## config.mk

```make
export PLATFORM = sky130hd
export DESIGN_NAME = uba_intr
export DESIGN_NICKNAME = d
export VERILOG_FILES = /design/src/rtl/uba_pkg.sv /design/src/rtl/uba_intr_arb.sv /design/src/rtl/uba_intr.sv
export SDC_FILE = /design/constraint.sdc
export NUM_CORES = 1
export LEC_CHECK = 0
export ABC_AREA = 1
export BUFFER_PORTS_ARGS = -buffer_cell sky130_fd_sc_hd__buf_4
export CORE_MARGIN = 5
export CORE_UTILIZATION = 25
export CTS_BUF_LIST = sky130_fd_sc_hd__clkbuf_8
export DETAILED_ROUTE_END_ITERATION = 8
export RECOVER_POWER = 50
export SYNTH_ARGS = -nofsm -noshare
export SYNTH_HDL_FRONTEND = slang
export SYNTH_SLANG_ARGS = --single-unit
```

## constraint.sdc

```tcl
create_clock -name clk -period 1.6 [get_ports clk]
set_input_delay 0.16 -clock clk [delete_from_list [all_inputs] [get_ports clk]]
set_output_delay 0.16 -clock clk [all_outputs]
set_load 0.03 [all_outputs]
```

## src/rtl/uba_pkg.sv

```systemverilog
// Shared definitions for the UBA interrupt controller: FSM states, UBASR field
// positions and the default acknowledge timeout.
package uba_pkg;

  typedef enum logic [1:0] {
    IDLE,
    ARB,
    WAIT,
    DONE
  } intrState_t;

  localparam int unsigned NUM_DEV       = 4;
  localparam int unsigned UBASR_INI     = 29;
  localparam int unsigned UBASR_PIH_MSB = 30;
  localparam int unsigned UBASR_PIH_LSB = 32;
  localparam int unsigned UBASR_PIL_MSB = 33;
  localparam int unsigned UBASR_PIL_LSB = 35;
  localparam int unsigned TMO_DEFAULT   = 64;

  // A PI assignment of 0 means the class is not mapped to any level.
  function automatic logic pi_match(input logic [2:0] lvl, input logic [2:0] ipi);
    return (lvl != 3'd0) && (lvl == ipi);
  endfunction

endpackage

```

## src/rtl/uba_intr_arb.sv

```systemverilog
// Device priority encoder: within the selected class the higher BR line wins,
// then the lowest-numbered device.
module uba_intr_arb
  import uba_pkg::*;
(
  input  logic [7:4]       devINTR [1:NUM_DEV],
  input  logic             sel_hi,
  output logic [1:NUM_DEV] grant,
  output logic             valid
);

  logic [1:NUM_DEV] upper;
  logic [1:NUM_DEV] lower;

  always_comb begin
    upper = '0;
    lower = '0;
    grant = '0;
    valid = 1'b0;
    for (int unsigned d = 1; d <= NUM_DEV; d++) begin
      upper[d] = sel_hi ? devINTR[d][7] : devINTR[d][5];
      lower[d] = sel_hi ? devINTR[d][6] : devINTR[d][4];
    end
    for (int unsigned d = 1; d <= NUM_DEV; d++) begin
      if (!valid && upper[d]) begin
        grant[d] = 1'b1;
        valid    = 1'b1;
      end
    end
    for (int unsigned d = 1; d <= NUM_DEV; d++) begin
      if (!valid && lower[d]) begin
        grant[d] = 1'b1;
        valid    = 1'b1;
      end
    end
  end

endmodule

```

## src/rtl/uba_intr.sv

```systemverilog
// UBA interrupt controller: BR7..BR4 to PI level mapping and the acknowledge
// handshake. Optional acknowledge timeout enabled by UBA_IACK_TMO_EN.
module uba_intr
  import uba_pkg::*;
#(
  parameter int unsigned TMO_CYCLES = TMO_DEFAULT
) (
  input  logic             clk,
  input  logic             rst,
  input  logic [0:35]      regUBASR,
  input  logic [7:4]       devINTR [1:NUM_DEV],
  input  logic             busIACK,
  input  logic [1:3]       busIPI,
  input  logic [18:35]     devVECT [1:NUM_DEV],
  input  logic [1:NUM_DEV] devVACK,
  output logic [1:7]       busINTR,
  output logic [1:NUM_DEV] devIACK,
  output logic             busVACK,
  output logic [0:35]      busVECT,
  output logic             iackTMO
);

  logic [2:0]  pih;
  logic [2:0]  pil;
  logic        clr;
  logic        unused_ubasr;

  assign pih          = regUBASR[UBASR_PIH_MSB:UBASR_PIH_LSB];
  assign pil          = regUBASR[UBASR_PIL_MSB:UBASR_PIL_LSB];
  assign clr          = rst | regUBASR[UBASR_INI];
  assign unused_ubasr = ^regUBASR[0:UBASR_INI-1];

  intrState_t       state_q, state_d;
  logic [2:0]       ipi_q, ipi_d;
  logic [1:NUM_DEV] grant_q, grant_d;
  logic [1:7]       busintr_q, busintr_d;
  logic             busvack_q, busvack_d;
  logic [0:35]      busvect_q, busvect_d;
  logic             tmo_q, tmo_d;

`ifdef UBA_IACK_TMO_EN
  localparam int unsigned CNT_W = (TMO_CYCLES > 1) ? $clog2(TMO_CYCLES) : 1;
  logic [CNT_W-1:0] cnt_q, cnt_d;
`endif

  logic             hi_req;
  logic             lo_req;
  logic             sel_hi;
  logic             sel_lo;
  logic [1:NUM_DEV] arb_grant;
  logic             arb_valid;
  logic             vack_win;
  logic [18:35]     vect_mux;

  always_comb begin
    hi_req = 1'b0;
    lo_req = 1'b0;
    for (int unsigned d = 1; d <= NUM_DEV; d++) begin
      hi_req = hi_req | (|devINTR[d][7:6]);
      lo_req = lo_req | (|devINTR[d][5:4]);
    end
  end

  always_comb begin
    busintr_d = '0;
    for (int unsigned n = 1; n <= 7; n++) begin
      busintr_d[n] = (hi_req && (pih == 3'(n))) || (lo_req && (pil == 3'(n)));
    end
  end

  // HI takes precedence when both classes map to the acknowledged level.
  assign sel_hi = pi_match(pih, ipi_q) && hi_req;
  assign sel_lo = pi_match(pil, ipi_q) && lo_req;

  uba_intr_arb u_arb (
    .devINTR (devINTR),
    .sel_hi  (sel_hi),
    .grant   (arb_grant),
    .valid   (arb_valid)
  );

  always_comb begin
    vect_mux = '0;
    for (int unsigned d = 1; d <= NUM_DEV; d++) begin
      if (grant_q[d]) vect_mux = vect_mux | devVECT[d];
    end
  end

  assign vack_win = |(devVACK & grant_q);

  always_comb begin
    state_d   = state_q;
    ipi_d     = ipi_q;
    grant_d   = grant_q;
    busvack_d = 1'b0;
    busvect_d = busvect_q;
    tmo_d     = 1'b0;
`ifdef UBA_IACK_TMO_EN
    cnt_d     = cnt_q;
`endif
    case (state_q)
      IDLE: begin
        if (busIACK) begin
          ipi_d   = busIPI;
          state_d = ARB;
        end
      end
      ARB: begin
        if ((sel_hi || sel_lo) && arb_valid) begin
          grant_d = arb_grant;
          state_d = WAIT;
`ifdef UBA_IACK_TMO_EN
          cnt_d   = CNT_W'(TMO_CYCLES - 1);
`endif
        end else begin
          state_d = IDLE;
        end
      end
      WAIT: begin
        if (vack_win) begin
          busvect_d = {18'b0, vect_mux};
          busvack_d = 1'b1;
          grant_d   = '0;
          state_d   = DONE;
        end
`ifdef UBA_IACK_TMO_EN
        else if (cnt_q == '0) begin
          tmo_d   = 1'b1;
          grant_d = '0;
          state_d = IDLE;
        end else begin
          cnt_d = cnt_q - 1'b1;
        end
`endif
      end
      DONE: state_d = IDLE;
      default: state_d = IDLE;
    endcase
  end

  always_ff @(posedge clk) begin
    if (clr) begin
      state_q   <= IDLE;
      ipi_q     <= '0;
      grant_q   <= '0;
      busintr_q <= '0;
      busvack_q <= 1'b0;
      busvect_q <= '0;
      tmo_q     <= 1'b0;
`ifdef UBA_IACK_TMO_EN
      cnt_q     <= '0;
`endif
    end else begin
      state_q   <= state_d;
      ipi_q     <= ipi_d;
      grant_q   <= grant_d;
      busintr_q <= busintr_d;
      busvack_q <= busvack_d;
      busvect_q <= busvect_d;
      tmo_q     <= tmo_d;
`ifdef UBA_IACK_TMO_EN
      cnt_q     <= cnt_d;
`endif
    end
  end

  assign busINTR = busintr_q;
  assign devIACK = grant_q;
  assign busVACK = busvack_q;
  assign busVECT = busvect_q;
  assign iackTMO = tmo_q;

endmodule

```

## After elaboration in Yosys (flattened, before gate mapping)

Index checks and enable logic that the tools add are counted.

- Input bits: 134
- Logic and storage cells: 134
- Flip-flop bits (word level): 35
- Output and inout port bits: 49

- Reductions and logical operators: 59
- Equal/unequal tests: 22
- Muxes and demuxes: 35
- Bitwise operators: 12

Operators by type and width:

| operator | number |
|---|---|
| $mux 18 | 4 |
| $or 18x18->18 | 3 |
| $logic_and 1x1->1 | 26 |
| $eq 3x3->1 const B | 8 |
| $mux 1 | 24 |
| $reduce_or 2->1 | 9 |
| $eq 3x2->1 const B | 4 |
| $logic_or 1x1->1 | 8 |
| $mux 4 | 2 |
| $pmux 2 s4 | 1 |
| $pmux 4 s2 | 1 |
| $logic_not 1->1 | 7 |
| $or 1x1->1 | 7 |
| $eq 3x1->1 const B | 2 |
| $eq 3x3->1 | 2 |
| $mux 2 | 3 |
| $ne 2x2->1 const B | 3 |
| $reduce_and 2->1 | 3 |
| $reduce_bool 3->1 | 2 |
| $and 4x4->4 | 1 |
| $eq 2x2->1 const B | 2 |
| $reduce_or 4->1 | 1 |
| $reduce_and 3->1 | 1 |
| $eq 2x1->1 const B | 1 |
| other kinds (3) | 3 |

## Longest topological paths before layout

Gate-level depths: netlist (run 1).

- Depth in word-level cells: 31
- Mapped depth: 14
- Depth with buffers taken out: 13

## Cells and area by module

A second synthesis (run 1) with hierarchy kept.

- Cells, all modules: 357
- Area total of the unflattened synthesis: 2,492.4 sq um

Modules (own cells, without submodules):

| module | sequential area each (sq um) | area each (sq um) | cells an instance | instances |
|---|---|---|---|---|
| uba_intr | 700.7 | 2,257.2 | 314 | 1 |
| uba_intr_arb | 0.0 | 235.2 | 43 | 1 |

## Least setup slack after synthesis (run 1)

No wires, ideal clock.

- Kind: flip-flop to flip-flop
- Start point: reg grant_q (netlist bit devIACK[4])
- End point: reg busvect_q (netlist bit busVECT[18])
- Arrival time: 1.595 ns
- Path buffers: 1
- Stages on the path, launching flop included: 7
- Path slack: -0.128 ns
- Period minus slack after synthesis: 1.728 ns
- Cells stage by stage: dfxtp_1 > a22o_1 > o21ai_0 > clkinv_1 > clkbuf_1 > o21ai_0 > a21oi_1

- Longest elaborated chain between the ends: 3

Ends and longest elaborated chain:

| item | line | text |
|---|---|---|
| start: declaration | uba_intr.sv:35 | `logic [1:NUM_DEV] grant_q, grant_d;` |
| start signal: assignment | uba_intr.sv:156 | `grant_q <= grant_d;` |
| $and 4x4->4 | uba_intr.sv:89 | `assign vack_win = \|(devVACK & grant_q);` |
| $reduce_or 4->1 | uba_intr.sv:89 |  |
| $reduce_and 2->1 (no source line) | - |  |
| end signal: assignment | uba_intr.sv:159 | `busvect_q <= busvect_d;` |
| end: declaration | uba_intr.sv:38 | `logic [0:35] busvect_q, busvect_d;` |

Several ways; a longest one is shown, not always the timed one.
A chain may end at the register's enable or synchronous reset.

## Worst setup path after layout (run 1)

- Start point: reg ipi_q[1]
- End point: reg grant_q (netlist bit devIACK[2])

- Longest elaborated chain between the ends: 29

Ends and longest elaborated chain:

| item | line | text |
|---|---|---|
| start: declaration | uba_intr.sv:34 | `logic [2:0] ipi_q, ipi_d;` |
| start signal: assignment | uba_intr.sv:155 | `ipi_q <= ipi_d;` |
| $eq 3x3->1 | uba_pkg.sv:22 | `return (lvl != 3'd0) && (lvl == ipi);` |
| $logic_and 1x1->1 | uba_pkg.sv:22 |  |
| $logic_and 1x1->1 | uba_intr.sv:72 | `assign sel_hi = pi_match(pih, ipi_q) && hi_req;` |
| $mux 1 | uba_intr_arb.sv:21 | `upper[d] = sel_hi ? devINTR[d][7] : devINTR[d][5];` |
| $mux 1 | uba_intr_arb.sv:25 | `if (!valid && upper[d]) begin` |
| $logic_not 1->1 | uba_intr_arb.sv:25 |  |
| $logic_and 1x1->1 | uba_intr_arb.sv:25 |  |
| $mux 1 | uba_intr_arb.sv:25 |  |
| [13 not listed] | - |  |
| $logic_and 1x1->1 | uba_intr_arb.sv:31 | `if (!valid && lower[d]) begin` |
| $mux 1 | uba_intr_arb.sv:31 |  |
| $logic_not 1->1 | uba_intr_arb.sv:31 |  |
| $logic_and 1x1->1 | uba_intr_arb.sv:31 |  |
| $mux 1 | uba_intr_arb.sv:31 |  |
| $logic_and 1x1->1 | uba_intr.sv:109 | `if ((sel_hi \|\| sel_lo) && arb_valid) begin` |
| $ne 2x2->1 (no source line) | - |  |
| $reduce_and 3->1 (no source line) | - |  |

Several ways; a longest one is shown, not always the timed one. The select of a mux whose other input is x is not followed.

==> key figures, run 1 <==
Clock network
  – Hold-fix buffers at CTS: 0
  – Clk_lat worst skew: roughly 0.28 ns
  – TritonCTS buffer count: 5
  – Clk root buf: clkbuf_8
  – CTS sink count: 35
  – Longest Clk Path Bufs: 2
  – Worst-path clk slew: 0.07 ns
  – TritonCTS clock tree: done
  – CTS H-tree lvls: 2

Run
  – Maxcap violations: 0

Power
  – Peak supply drop: between 0.2 and 0.3 mV
  – Final Power: 2.106 mW
  – Pint: about 1.5 mW
  – Sequential share of power: between 40 and 50%
  – Static leakage: ~1.7 nW
  – Clock network power share: approximately a third
  – Power density cells: 609.6 nW/µm²
  – Switching Share: between 20% and 30%
  – Net Sw Power: approximately 580 µW
  – Comb pwr share: 24.5%

Run status
  – Failing checks: setup timing
  – Run status: complete, but fails checks

Placement
  – Final GP Congestion: 0.8312
  – DP Area: approximately 3300 µm²
  – Placed insts: 559
  – Setup WS pre-CTS: -0.1150 ns
  – Port-buffer cells: 134
  – Post-DP HPWL: 6.033 mm

Timing
  – Final max-slew violation count: 0
  – Part of the cycle the worst path needs: 105.5%
  – Unrepaired setup endpoints after global routing: true
  – Final clock skew: 0.002808 ns
  – Minimum clock period: ~1.7 ns
  – Worst hold slack: 0.1705 ns
  – F_max: ~590 MHz
  – # setup viols final: 4
  – Final WS setup: -0.08736 ns
  – Total negative slack: -0.3352 ns
  – Hold Vio Cnt, Final: 0

Worst setup path
  – Critical path cell sequence: inv_2 > buf_4 > buf_4 > buf_4 > o22ai_1 > a211oi_1 > nand3b_1 > nand2_1 > nand3_2 > nand2_2 > buf_4 > a21oi_1
  – R2R setup slack: -0.09 ns
  – Max incr delay on CP: around 0.33 ns
  – Crit path max-delay family: buffers and inverters
  – Crit. End Element: register
  – Cell depth of the worst setup path: 12
  – CP required: 1.77 ns
  – Crit Path Category: register to register
  – Worst Path Max Fanout: 5
  – WP data arrival: approximately 1.9 ns
  – Most used cell, CP: buf_4
  – Slowest cell on crit path: dfxtp_2
  – Reg-to-reg startpoint: ipi_q[1]
  – Reg2Reg Depth: 12
  – Worst r2r dst: devIACK[2]
  – Bufs and invs on worst path: 5
  – Crit start category: register

Layout
  – Non-filler cells, final: ~570
  – Antenna Cells: 0
  – Number of fill cells: roughly 900
  – Multi-input logic area: 1252 µm²
  – Post-layout util: 41.63%
  – Cell area after layout: between 3000 and 4000 µm²
  – Share of post-route cells with drive strength above 1: between 30% and 40%
  – Layout area overhead: 61.18%
  – FF+latch area: roughly 700 µm²
  – # nets final: approximately 600

Synth
  – Most frequent cell after synthesis: nand2_1
  – Syn Inst Count: roughly 310
  – Async S/R FF share, synth: 0%
  – Compound-Gate Fraction of Synth Area: 29.42%
  – Largest family of logic cells by synthesized area: compound AO/OA/AOI/OAI gates
  – Synth unique cells: 31
  – Mapped Area: about 2100 µm²
  – Top cells by count, synth: nand2_1 (69), dfxtp_1 (35), a21oi_1 (34)
  – Simple-Gate Fraction of Synth Area: 22.83%
  – Mean post-synth cell area: between 6 and 7 µm²
  – Yosys top cell by area: dfxtp_1
  – Yosys reg bits: 35
  – Post-synthesis sequential area ratio: between 30% and 40%
  – Post-synthesis mux area share: 0%
  – Post-Synth Adder-Cell Area: 0%
  – Synth warn: 0
  – Xor and xnor area share after synthesis: 0%
  – Ranking of synthesized cells by area: dfxtp_1 (33%), nand2_1 (12%), a21oi_1 (7.9%), a221oi_1 (7.4%), o21ai_0 (7.2%)
  – Post-synth EDFFs: 0
  – Post-synth top area share: 32.69%
  – Ys flop type: dfxtp_1

Floorplanning
  – Total core area: a little over 8000 µm²
  – Die W: 102.6 µm
  – Cell Rows: 33
  – Die area: 10520 µm²
  – Die extent in y: around 100 µm
  – Initial Util: about 26%
  – # IOs: around 180

Min path
  – Worst hold endpoint: ipi_q[2]
  – Worst Hold Class: input port to register
  – Worst hold start: busIPI[1]
  – WHS Path Cells: 3

Detailed routing
  – DR pass1 iterations: 4
  – Post-DRT Antenna Nets: 0
  – Initial drt markers: 73
  – Routed wire length: approximately 7.7 mm
  – Vias: about 2600
  – Vias per cell: between 4 and 5
  – DR DRC count: 0
  – DR WL/cell: approximately 13 µm

Global route
  – Largest net degree at the start of global routing: 26
  – All-Layer GR Usage: around 14%
  – Initial antenna violation count: 0
  – Number of global-route vias before repair: roughly 2600
  – First-pass GRT wire length: between 10 and 15 mm
  – GRT overflow: 0
[routing by layer]
| metal | up-vias | share of wire (%) | GRT usage, % |
|---|---|---|---|
| met1 | 1180 | 40 | 16.24 |
| met2 | 118 | 50 | 25.27 |
| met3 | 4 | 9.9 | 4.398 |
| met5 | - | 0 | 0 |
| li1 | 1344 | - | - |
| met4 | 0 | 0.44 | 2.523 |
[power groups by stage]
| stage | clock [mW] | combinational (mW) | sequential, mW |
|---|---|---|---|
| final | 0.702 | 0.516 | 0.888 |
| after CTS | 0.739 | 0.502 | 0.887 |
| after global routing | 0.766 | 0.564 | 0.888 |
| after global placement | 0 | 0.474 | 0.907 |
| after floorplan | 0 | 0.233 | 0.919 |
| after detailed placement | 0 | 0.481 | 0.907 |
[flip-flops by register name (all words and copies together), names as in the netlist, named ones only]
signal,cells
busVACK,1
ipi_q,3
devIACK,4
state_q,1
busVECT,18
busINTR,7
[worst reg2reg max path, stage by stage (launching register included)]
cell and delay [ns]:
dfxtp_2 0.33, inv_2 0.06, buf_4 0.10, buf_4 0.09
buf_4 0.10, o22ai_1 0.07, a211oi_1 0.22, nand3b_1 0.14
nand2_1 0.10, nand3_2 0.07, nand2_2 0.10, buf_4 0.15
a21oi_1 0.06
[worst max path at each step]
| stage | from | endpoint | slack [ns] |
|---|---|---|---|
| 3_5_place_dp | ipi_q[1] | devIACK[1] | -0.12 |
| 5_1_grt | ipi_q[1] | devIACK[3] | -0.25 |
| 3_3_place_gp | ipi_q[0] | devIACK[3] | -0.08 |
| 2_1_floorplan | ipi_q[0] | devIACK[3] | 0.02 |
| 6_report | ipi_q[1] | devIACK[2] | -0.09 |
| 4_1_cts | ipi_q[1] | devIACK[3] | -0.06 |
[layout make-up]
class	count	area share, %
multi-input cells	230	36.25
repair buffers	164	33.25
flip-flops and latches	35	20.39
well taps	105	3.803
inverters	31	3.405
clock buffers	7	2.789
clock inverters	1	0.1087
[layout by cell type (no fill, tap or decap), types with 2 or more instances in the layout]
master and instances:
buf_6 2, a21oi_2 3, conb_1 19, nand2_2 8, nor2_1 16, a221oi_1 18, clkbuf_1 24, inv_1 27
nor2_4 2, buf_4 137, inv_2 3, nand4_1 6, o21ai_1 5, o21ai_0 27, a21oi_1 32, dfxtp_2 3
o22ai_1 2, o21ai_2 2, nand2_1 63, nand3_1 5, a22o_1 11, clkbuf_8 7, dfxtp_1 32
[kinds of logic after synthesis]
family | after synthesis
AO/OA/AOI/OAI | 102
buffers and inverters | 64
flip-flops | 35
other | 1
AND/OR/NAND/NOR | 109
[timing repair]
item / in CTS / in global routing
gates resized for setup: 13 / 11
pin swaps: 9 / 6
setup endpoints to repair: 4 / 4
setup buffers: 5 / 1
Power figures use the tool's default switching activity.
==> inputs of run 2 (changes only) <==
--- a/config.mk
+++ b/config.mk
@@ -12,4 +12,5 @@
 export CTS_BUF_LIST = sky130_fd_sc_hd__clkbuf_8
 export DETAILED_ROUTE_END_ITERATION = 8
+export PLACE_DENSITY = 0.66
 export RECOVER_POWER = 50
 export SYNTH_ARGS = -nofsm -noshare
==> constraint.sdc (replaced) <==
create_clock -name clk -period 1.6 [get_ports clk]
set_input_delay 0.16 -clock clk [delete_from_list [all_inputs] [get_ports clk]]
set_output_delay 0.16 -clock clk [all_outputs]
set_load 0.01 [all_outputs]
==> run 2 against run 1 <==
Effect of this change: the flow still finishes with violations (setup timing); global-route usage up 0.17 points; final cell count down 0.87%; cell area down 1.2%; utilization down 0.51 points; largest power group unchanged.
==> key figures, run 2 (synthesis gave the netlist of run 1 again) <==
Run status
  – Failing checks: setup timing
  – Run status: complete, but fails checks

Layout
  – Most common cell after layout, fill and taps aside: buf_4
  – Number of fill cells: 853
  – Cell area after layout: about 3400 µm²
  – # nets final: slightly below 600
  – Antenna Cells: 0
  – Largest register FFs: 18
  – Layout area overhead: 59.19%
  – Post-layout util: about two fifths
  – Commonest non-fill, non-tap cells in the layout: buf_4 (133), nand2_1 (65), dfxtp_1 (33)
  – Share of post-route cells with drive strength above 1: 36.50%

Floorplanning
  – Total core area: between 8000 and 9000 µm²
  – Die area: around 11000 µm²
  – Die extent in y: a little over 100 µm
  – Initial Util: roughly a quarter
  – Cell Rows: 33
  – Die W: ~100 µm
  – # IOs: about 180

Power
  – Static leakage: between 1.5 and 2 nW
  – Final Power: about 2.2 mW
  – Peak supply drop: between 0.4 and 0.5 mV
  – Power density cells: approximately 640 nW/µm²

Placement
  – DP Area: between 3000 and 4000 µm²
  – Post-DP HPWL: between 6 and 7 mm
  – Final GP Congestion: approximately 0.84
  – Setup WS pre-CTS: -0.1317 ns
  – Port-buffer cells: 134

Detailed routing
  – DR pass1 iterations: 4
  – Vias: roughly 2600
  – Routed wire length: just under 8 mm
  – Post-DRT Antenna Nets: 0
  – DR DRC count: 0
  – DR WL/cell: between 10 and 15 µm
  – Initial drt markers: 52
  – Vias per cell: about 4.6

Worst setup path
  – Worst Path Max Fanout: 9
  – Slowest cell on crit path: dfxtp_2
  – CP required: roughly 1.8 ns
  – Crit path max-delay family: simple AND/OR/NAND/NOR gates
  – WP data arrival: 1.95 ns
  – Crit. End Element: register
  – Crit start category: register
  – Critical path cell sequence: inv_2 > nand2_2 > nand2_2 > nor2_4 > nand3_4 > o21ai_4 > inv_1 > nor2_1 > nand4_1 > nand2_1 > nand2_1 > a21oi_2
  – Max incr delay on CP: around 0.34 ns
  – Bufs and invs on worst path: 2
  – Reg-to-reg startpoint: ipi_q[0]
  – Crit path from: ipi_q[0]
  – Crit Path Category: register to register

Timing
  – Final WS setup: -0.1271 ns
  – Worst hold slack: 0.1580 ns
  – Final clock skew: 0.001254 ns
  – Unrepaired setup endpoints after global routing: true
  – Hold Vio Cnt, Final: 0
  – Minimum clock period: 1.727 ns
  – F_max: between 500 and 600 MHz
  – Part of the cycle the worst path needs: 107.9%
  – # setup viols final: 4
  – Final max-slew violation count: 0

Global route
  – All-Layer GR Usage: roughly 14%
  – GRT overflow: 0
  – Initial antenna violation count: 0
  – Number of global-route vias before repair: ~2600
  – Largest net degree at the start of global routing: 26
  – First-pass GRT wire length: about 12 mm

Min path
  – Worst Hold Class: input port to register
  – Worst hold start: busIPI[1]

Clock network
  – CTS sink count: 35
  – Clk_lat worst skew: between 0.2 and 0.3 ns
  – TritonCTS clock tree: done
  – TritonCTS buffer count: 5
  – Worst-path clk slew: approximately 0.07 ns
  – Clk root buf: clkbuf_8
  – CTS H-tree lvls: 2
  – Longest Clk Path Bufs: 2

Run
  – Maxcap violations: 0
[run 2: final timing paths]
kind                      to  slack (ns)  cells after the start
setup / recovery  devIACK[4]       -0.13                     12
setup reg to reg  devIACK[4]       -0.13                     12
hold reg to reg     ipi_q[2]        0.53                      2
hold / removal      ipi_q[2]        0.16                      3
[run 2: metrics by stage]
stage	TNS [ns]	cells
after floorplan	0	329
after global placement	-0.1485	557
after detailed placement	-0.3989	557
after CTS	-0.1391	566
after global routing	-0.8281	568
final	-0.3058	568
[run 2: worst register-to-register path: stages, from the launching register on]
cell and delay, ns:
dfxtp_2 0.34, inv_2 0.04, nand2_2 0.05, nand2_2 0.05
nor2_4 0.14, nand3_4 0.15, o21ai_4 0.20, inv_1 0.08
nor2_1 0.16, nand4_1 0.13, nand2_1 0.09, nand2_1 0.08
a21oi_2 0.14
[run 2: timing repair]
action | CTS | global route
setup endpoints to repair | 4 | 6
hold buffers | 0 | 0
pin swaps | 4 | 1
resized for setup | 11 | 8
setup buffers | 1 | 2
endpoints found under the hold margin | 0 | 0
[run 2: layout make-up]
class | instances | area [µm²] | share of cell area, %
multi-input combinational | 230 | 1236 | 36.23
timing repair buffer | 159 | 1107 | 32.45
sequential | 35 | 703.2 | 20.61
tap | 105 | 131.4 | 3.850
inverter | 31 | 116.4 | 3.410
clock buffer | 6 | 82.58 | 2.420
clock inverter | 2 | 35.03 | 1.027
[run 2: routing by layer]
metal | global-route usage [%] | wire (µm) | part of all wire, % | vias up
li1 | - | - | - | 1335
met1 | 14.72 | 3030 | 39 | 1165
met2 | 27.21 | 4019 | 51 | 112
met3 | 4.736 | 735 | 9.4 | 4
met4 | 3.027 | 27 | 0.35 | 0
met5 | 0 | 0 | 0 | -
[run 2: power by group]
group          total, mW  internal (mW)  leakage [nW]  switching [mW]
Combinational      0.453          0.248          1.31           0.205
Clock              0.839          0.504        0.0612           0.335
Sequential         0.887          0.882         0.284         0.00522
==> inputs of run 3 (changes only) <==
- CORE_UTILIZATION: 25 -> 36
- PLACE_DENSITY: 0.66 -> 0.86
==> run 3 against run 2 <==
Effect of this change: the run still ends with setup timing left; utilization up 18 points; fmax down 1.9%; sequential power about the same; first-iteration DRC count up 40%; routed wire length down 0.26%; non-clock buffer count up 5; largest cell class unchanged; clock skew up 0.0059 ns; critical endpoint unchanged; highest routed layer unchanged; combinational power up 8.8%; cell area up 1.7%; via count up 3.8%; setup slack worse by 0.033 ns; sequential share of layout area down 0.23 points.
==> key figures, run 3 (synthesis gave the netlist of run 1 again) <==
Layout
  – Post-layout util: between 50% and 60%
  – Antenna Cells: 0
  – # nets final: 601
  – Cell area after layout: approximately 3500 µm²
  – Non-filler cells, final: 543
  – Largest register FFs: 18
  – Layout area overhead: 61.88%
  – Share of post-route cells with drive strength above 1: between 30% and 40%
  – Commonest non-fill, non-tap cells in the layout: buf_4 (137), nand2_1 (61), a21oi_1 (32), dfxtp_1 (32), o21ai_0 (27)
  – Most common cell after layout, fill and taps aside: buf_4

Worst setup path
  – Crit Path Category: register to register
  – Slowest cell on crit path: dfxtp_2
  – Most used cell, CP: nand2_2
  – Worst Path Max Fanout: 3
  – Max incr delay on CP: approximately 0.35 ns
  – Worst r2r dst: devIACK[4]
  – Cell depth of the worst setup path: 13
  – R2R setup slack: -0.16 ns
  – Crit. End Element: register
  – WP data arrival: ~2.0 ns
  – CP endpoint: devIACK[4]
  – Crit path max-delay family: simple AND/OR/NAND/NOR gates
  – Crit start category: register
  – Reg-to-reg startpoint: ipi_q[0]
  – Critical path cell sequence: inv_2 > nand2_2 > nand2_2 > nor2_4 > buf_6 > nand4_1 > nand2_2 > nand4_4 > nor2_4 > nand4_1 > nand2_1 > nand2_1 > a21oi_2
  – Bufs and invs on worst path: 2
  – Crit path from: ipi_q[0]
  – CP required: ~1.8 ns
  – Reg2Reg Depth: 13

Placement
  – Placed insts: approximately 530
  – Final GP Congestion: about 0.85
  – DP Area: ~3300 µm²
  – Port-buffer cells: roughly 130
  – Post-DP HPWL: 5.860 mm

Timing
  – Final WS setup: -0.1597 ns
  – F_max: 568.3 MHz
  – Hold Vio Cnt, Final: 0
  – # setup viols final: 4
  – Final clock skew: roughly 0.007 ns
  – Total negative slack: -0.4148 ns
  – Worst hold slack: approximately 0.17 ns
  – Part of the cycle the worst path needs: 110.0%
  – Unrepaired setup endpoints after global routing: true
  – Final max-slew violation count: 0
  – Minimum clock period: 1.760 ns

Power
  – Pint: 1.654 mW
  – Peak supply drop: between 0.3 and 0.4 mV
  – Power density cells: ~640 nW/µm²
  – Switching Share: ~25%
  – Static leakage: between 1.5 and 2 nW
  – Comb pwr share: approximately 22%
  – Sequential share of power: between 40 and 50%
  – Clock network power share: between 30% and 40%
  – Net Sw Power: around 560 µW

Floorplanning
  – Initial Util: between 30% and 40%
  – # IOs: 183
  – Die area: between 7000 and 8000 µm²
  – Total core area: between 5000 and 6000 µm²
  – Cell Rows: 28
  – Die W: approximately 87 µm
  – Die extent in y: 87.16 µm

Global route
  – Largest net degree at the start of global routing: 27
  – Initial antenna violation count: 0
  – All-Layer GR Usage: 18.92%
  – GRT overflow: 0
  – Number of global-route vias before repair: 2748
  – First-pass GRT wire length: approximately 11 mm

Clock network
  – Longest Clk Path Bufs: 2
  – Worst-path clk slew: ~0.080 ns
  – Hold-fix buffers at CTS: 0
  – CTS H-tree lvls: 2
  – TritonCTS buffer count: 5
  – TritonCTS clock tree: done
  – CTS sink count: 35
  – Clk_lat worst skew: 0.28 ns
  – Clk root buf: clkbuf_8

Min path
  – Worst hold start: devVECT[47]
  – Worst Hold Class: input port to register

Detailed routing
  – DR pass1 iterations: 4
  – Vias per cell: between 5 and 6
  – Post-DRT Antenna Nets: 0
  – DR WL/cell: ~14 µm
  – DR DRC count: 0
  – Initial drt markers: 73
  – Vias: 2716
  – Routed wire length: slightly below 8 mm

Run
  – Maxcap violations: 0

Run status
  – Run status: complete, but fails checks
  – Failing checks: setup timing
[run 3: power by group through the flow]
stage	sequential, mW	clock (mW)	combinational [mW]
finish	0.887	0.831	0.493
global route	0.888	0.889	0.534
CTS	0.888	0.848	0.468
detailed placement	0.907	0	0.434
global placement	0.907	0	0.420
floorplan	0.910	0	0.194
[run 3: what timing repair did]
action                                  4_1_cts  5_1_grt
gates cloned                                  0        0
setup buffers                                 7        2
pin swaps                                    15       16
gates resized for setup                      18       18
endpoints found under the setup margin        4       14
[run 3: metrics by stage]
stage | power [mW] | setup slack [ns]
detailed placement | 1.341 | -0.2107
CTS | 2.203 | -0.1104
global placement | 1.327 | -0.06435
global route | 2.311 | -0.2691
finish | 2.212 | -0.1597
floorplan | 1.103 | 0.02011
[run 3: layout make-up]
class,count,area [µm²]
clock buffer,6,82.58
clock inverter,2,35.03
fill,531,2381
inverter,31,116.4
multi-input combinational,230,1274
sequential,35,706.9
tap,75,93.84
timing repair buffer,164,1161
[run 3: how the worst min path moves through the flow]
stage / to / cells past startpoint
finish: busVECT[24] / 3
global route: busVECT[29] / 3
CTS: busVECT[24] / 3
detailed placement: ipi_q[2] / 3
global placement: ipi_q[2] / 3
floorplan: busINTR[4] / 3
[run 3: routing by layer]
metal	global-route usage (%)	part of all wire, %	up-vias
met5	0	0	-
met1	19.43	36	1226
met4	8.089	1.9	0
li1	-	-	1347
met3	6.528	10	14
met2	34.58	52	129
[run 3: worst register-to-register path, delay by kind of cell (launching register included)]
family	cells	cell delay, ns
buffers and inverters	2	0.17
flip-flops	1	0.35
AND/OR/NAND/NOR	10	1.06
AO/OA/AOI/OAI	1	0.11
